File: src/rtl/alu32_arbiter.sv
// Two-requester round-robin front end time-sharing one 32-bit ALU.
// Grant in IDLE, one EXEC cycle, then hold the registered result until the consumer takes it.

module alu32 (
  input  logic [31:0] a,
  input  logic [31:0] b,
  input  logic [2:0]  add,
  output logic [31:0] out,
  output logic        cout,
  output logic        zout,
  output logic        overflow
);
  logic        sub;
  logic [31:0] b_eff;
  logic [32:0] sum;
  logic        arith_ovf;

  always_comb begin
    sub       = (add == 3'b110) || (add == 3'b111);
    b_eff     = sub ? ~b : b;
    sum       = {1'b0, a} + {1'b0, b_eff} + {32'b0, sub};
    arith_ovf = (a[31] == b_eff[31]) && (sum[31] != a[31]);
    out       = '0;
    cout      = 1'b0;
    overflow  = 1'b0;
    case (add)
      3'b000: out = a & b;
      3'b001: out = a | b;
      3'b010, 3'b110: begin
        out      = sum[31:0];
        cout     = sum[32];
        overflow = arith_ovf;
      end
      3'b011: out = a ^ b;
      3'b100: out = ~(a | b);
      3'b101: out = a << b[4:0];
      // Signed less-than: sign of the difference corrected by overflow.
      3'b111: out = {31'b0, sum[31] ^ arith_ovf};
      default: out = '0;
    endcase
    zout = (out == 32'b0);
  end
endmodule

module alu32_arbiter (
  input  logic        clk,
  input  logic        reset,
  input  logic        req0_valid,
  output logic        req0_ready,
  input  logic [2:0]  req0_op,
  input  logic [31:0] req0_a,
  input  logic [31:0] req0_b,
  input  logic        req1_valid,
  output logic        req1_ready,
  input  logic [2:0]  req1_op,
  input  logic [31:0] req1_a,
  input  logic [31:0] req1_b,
  output logic        rsp_valid,
  input  logic        rsp_ready,
  output logic        rsp_id,
  output logic [31:0] rsp_out,
  output logic        rsp_cout,
  output logic        rsp_zero,
  output logic        rsp_ovf,
  output logic        busy
);
  typedef enum logic [1:0] {StIdle, StExec, StResp} state_e;

  state_e      state_q, state_d;
  logic        last_q;
  logic        gnt_q;
  logic [2:0]  op_q;
  logic [31:0] a_q, b_q;
  logic        grant, grant_valid;
  logic [31:0] alu_out;
  logic        alu_cout, alu_zout, alu_ovf;

  alu32 u_alu (
    .a       (a_q),
    .b       (b_q),
    .add     (op_q),
    .out     (alu_out),
    .cout    (alu_cout),
    .zout    (alu_zout),
    .overflow(alu_ovf)
  );

  always_comb begin
    state_d     = state_q;
    grant_valid = 1'b0;
    grant       = 1'b0;
    // Contention goes to the port not served last; a lone requester always wins.
    if (req0_valid && req1_valid) grant = ~last_q;
    else if (req1_valid)          grant = 1'b1;
    case (state_q)
      StIdle: begin
        if (req0_valid || req1_valid) begin
          grant_valid = 1'b1;
          state_d     = StExec;
        end
      end
      StExec:  state_d = StResp;
      StResp:  if (rsp_ready) state_d = StIdle;
      default: state_d = StIdle;
    endcase
  end

  assign req0_ready = grant_valid && !grant && !reset;
  assign req1_ready = grant_valid && grant && !reset;
  assign rsp_valid  = (state_q == StResp);
  assign busy       = (state_q != StIdle);

  always_ff @(posedge clk or posedge reset) begin
    if (reset) begin
      state_q  <= StIdle;
      last_q   <= 1'b1;
      gnt_q    <= 1'b0;
      op_q     <= '0;
      a_q      <= '0;
      b_q      <= '0;
      rsp_id   <= 1'b0;
      rsp_out  <= '0;
      rsp_cout <= 1'b0;
      rsp_zero <= 1'b0;
      rsp_ovf  <= 1'b0;
    end else begin
      state_q <= state_d;
      if (grant_valid) begin
        last_q <= grant;
        gnt_q  <= grant;
        op_q   <= grant ? req1_op : req0_op;
        a_q    <= grant ? req1_a : req0_a;
        b_q    <= grant ? req1_b : req0_b;
      end
      if (state_q == StExec) begin
        rsp_id   <= gnt_q;
        rsp_out  <= alu_out;
        rsp_cout <= alu_cout;
        rsp_zero <= alu_zout;
        rsp_ovf  <= alu_ovf;
      end
    end
  end
endmodule

File: config.mk
export PLATFORM = sky130hd
export DESIGN_NAME = alu32_arbiter
export DESIGN_NICKNAME = d
export VERILOG_FILES = /design/src/rtl/alu32_arbiter.sv
export SDC_FILE = /design/constraint.sdc
export NUM_CORES = 1
export LEC_CHECK = 0
export ABC_AREA = 1
export BUFFER_PORTS_ARGS = -buffer_cell sky130_fd_sc_hd__clkbuf_2
export CORE_MARGIN = 2
export CORE_UTILIZATION = 54
export CTS_CLUSTER_SIZE = 16
export DETAILED_ROUTE_END_ITERATION = 8
export PLACE_DENSITY = 0.79
export SETUP_SLACK_MARGIN = 0.1
export SLEW_MARGIN = 20
export SYNTH_ARGS = -nofsm -noshare
export SYNTH_HDL_FRONTEND = slang
export SYNTH_HIERARCHICAL = 1
export SYNTH_SLANG_ARGS = --single-unit
export TNS_END_PERCENT = 50
File: constraint.sdc
create_clock -name clk -period 2.8 [get_ports clk]
set_input_delay 0.14 -clock clk [delete_from_list [all_inputs] [get_ports clk]]
set_output_delay 0.14 -clock clk [all_outputs]
set_load 0.02 [all_outputs]
==> flow_summary.json <==
{
  "status": "finished, violations left",
  "failed_checks": "setup timing",
  "drt_iter0_drc": 1916,
  "fin_cells": 2805,
  "wl_met2_um": 22000,
  "die_h_um": 156,
  "boundaryPins": 179,
  "synth-seq-area-share_pct": 21.4,
  "setup.worst_path.start": "op_q[1]$_DFFE_PP0N_",
  "fin_nets": 2754,
  "synth_edf_count": 0,
  "worstSetupStartpointType": "flip-flop",
  "final.setup.worst_slack_ns": -0.284,
  "fp.dieW_um": 156,
  "gp_congestion": 1.09,
  "rsz0062_at_grt": "true",
  "yosys_most_used_dff": "dfrtp_1",
  "cts_tree": "yes",
  "finalHoldViolCount": 0,
  "dr_total_vias": 15460,
  "syn-num-nets": 2376,
  "numClockSinks": 107,
  "syn_inst": 2137,
  "drc": 0,
  "grt_pass1_vias": 14366,
  "r2r_end": "rsp_zero$_DFFE_PP0N_",
  "setup_violations": 13,
  "initial_core_util_pct": 55.2,
  "grt_overflow": 0,
  "critPathCaptureType": "flip-flop",
  "drive_gt1_share_pct": 27.0,
  "period_share_pct": 110,
  "rr_startpoint": "op_q[1]$_DFFE_PP0N_",
  "fmaxAchievable_ghz": 0.324,
  "skew_ns": 0.0184,
  "detailed_place_hpwl_um": 40500,
  "dr.pass1.iters": 8,
  "fin_crit_ns": 3.08,
  "syn_area_per_cell_um2": 5.84,
  "critPathRequiredTime_ns": 3.11,
  "dp_slack_ns": -0.402,
  "synth-seq-cells": 107,
  "yosysTopAreaCellShare_pct": 22.3,
  "grt_pass1_wl_um": 76900,
  "hold_start": "req0_b[28]",
  "path_clk_slew_ns": 0.10,
  "r2r_setup_slack_ns": -0.28,
  "synth_area_leaders": "nand2_1 (22%), dfrtp_1 (21%), nand3_1 (14%)",
  "max_cap_viol_count": 0,
  "crit_path_end": "rsp_zero$_DFFE_PP0N_",
  "topRoutingLayerUsed": "met4",
  "worstPathMaxFanout": 10,
  "layout.cells.most_common_list": "nand2_1 (699), inv_1 (363), nand3_1 (345), buf_4 (265), clkbuf_2 (178)",
  "critPathKind": "reg -> reg",
  "dp_cells": 2778,
  "htreeDepth": 3,
  "cts_max_path_buffers": 2,
  "ys_async_sr_fraction_pct": 100,
  "wl_met3_um": 5800,
  "netlist.top_cell.by_area": "nand2_1",
  "report.final.slew_viol_count": 0,
  "max-slew-margin-rel_pct": 54.6,
  "grt_antenna_before_repair": 0,
  "tightestPinTransition_ns": 0.679,
  "wl_met1_um": 21100,
  "synth_area_um2": 12500,
  "hp-class": "in -> reg",
  "drt-total-wl_um": 50800,
  "coreArea_um2": 22600,
  "diodes": 0,
  "fin_setup_tns_ns": -0.673,
  "ff2ff_path_depth": 21,
  "yosys_warnings": 6,
  "clk_latency_ns": 0.38,
  "synth.distinct_cells": 49,
  "die_area_um2": 24400,
  "final_common_cell": "nand2_1",
  "std_cell_rows": 55,
  "vias_per_cell": 5.51,
  "cts-root-buf": "clkbuf_16",
  "track_usage_pct": 41.2,
  "portBuffers": 178,
  "ant_nets": 0,
  "syn_to_final_growth_pct": 31.9,
  "numCtsBuffers": 9,
  "grt_max_degree": 68,
  "arrival_ns": 3.39,
  "avgRoutedWirePerCell_um": 18.1
}
==> critical path, stage by stage, from the launching register on <==
cell and delay, ns:
dfrtp_1 0.41, nand2_4 0.15, buf_12 0.17, xor2_1 0.19, ha_1 0.29, buf_4 0.16, nand2_2 0.09, inv_1 0.07
a21oi_2 0.24, o21bai_1 0.14, nand2_1 0.11, buf_4 0.11, nand4_1 0.07, nand3_1 0.12, nand2_1 0.08, nand2_1 0.08
nand2_1 0.06, nor2_1 0.11, nand3_1 0.08, nor2_1 0.09, nand3_1 0.08, nand2_1 0.09
==> routing by layer <==
layer / up-vias / GRT usage [%]
li1: 7377 / -
met1: 7072 / 56.6
met2: 888 / 63.1
met3: 123 / 9.56
met4: 0 / 15.6
met5: - / 0
==> worst min-delay path by stage <==
stage	endpoint	slack, ns	depth (start not counted)
2_1_floorplan	state_q[1]$_DFFE_PP0P_	0.25	1
3_3_place_gp	b_q[22]$_DFFE_PP0N_	0.25	2
3_5_place_dp	b_q[22]$_DFFE_PP0N_	0.26	2
4_1_cts	b_q[28]$_DFFE_PP0N_	0.05	5
5_1_grt	b_q[28]$_DFFE_PP0N_	0.08	5
6_report	b_q[28]$_DFFE_PP0N_	0.05	5
==> cells in the mapped netlist, types with 8 or more instances <==
| cell type | number |
|---|---|
| nand2_1 | 741 |
| inv_1 | 372 |
| nand3_1 | 361 |
| dfrtp_1 | 106 |
| nor2_1 | 104 |
| ha_1 | 99 |
| o21ai_0 | 47 |
| buf_2 | 44 |
| xor2_1 | 32 |
| a21oi_1 | 31 |
| clkbuf_1 | 26 |
| nand4_1 | 18 |
| or2_2 | 17 |
| nand2_2 | 16 |
| nor3_1 | 11 |
| o21ai_2 | 11 |
| buf_1 | 9 |
| o21ai_1 | 9 |
| buf_4 | 8 |
==> kinds of logic (layout without fill, tap and decap cells) <==
group / count (synthesis) / count (layout) / synth area share, %
xor+xnor: 33 / 33 / 2.31
fa+ha+maj: 100 / 100 / 10.1
flops: 107 / 107 / 21.4
buf+inv: 475 / 858 / 15.5
compound gates: 130 / 130 / 6.31
simple gates: 1292 / 1292 / 44.4
==> per-stage QoR <==
| stage | util, % | hold slack (ns) | area, um2 |
|---|---|---|---|
| floorplan | - | 0.247 | 12500 |
| global placement | 67.8 | 0.247 | 15300 |
| detailed placement | 67.8 | 0.259 | 15300 |
| CTS | 71.4 | 0.0511 | 16200 |
| global route | 72.8 | 0.0794 | 16500 |
| finish | 72.8 | 0.0482 | 16500 |
==> flip-flops by register name, indices dropped and copies added (netlist names) <==
signal,count
state_q,2
rsp_zero,1
last_q,1
gnt_q,1
rsp_id,1
a_q,32
op_q,3
rsp_cout,1
rsp_out,32
rsp_ovf,1
b_q,32
==> cell type report <==
| class | instances | area (um2) |
|---|---|---|
| repair buffers | 461 | 3130 |
| fillers | 1972 | 6160 |
| flip-flops and latches | 107 | 2680 |
| multi-input cells | 1555 | 8570 |
| clock inverters | 7 | 77.6 |
| clock buffers | 9 | 225 |
| well taps | 285 | 357 |
| inverters | 381 | 1440 |
==> what timing repair did <==
| action | 4_1_cts | 5_1_grt |
|---|---|---|
| setup endpoints to repair | 26 | 34 |
| buffers inserted | 6 | 2 |
| gates cloned | 1 | 0 |
| resized for setup | 117 | 72 |
| hold buffers | 2 | 0 |
| endpoints found under the hold margin | 24 | 0 |
| pin swaps | 30 | 13 |
Power is left out: the tool's default activity adds up to more than one toggle a clock period on the data nets, which glitch-free logic cannot reach.
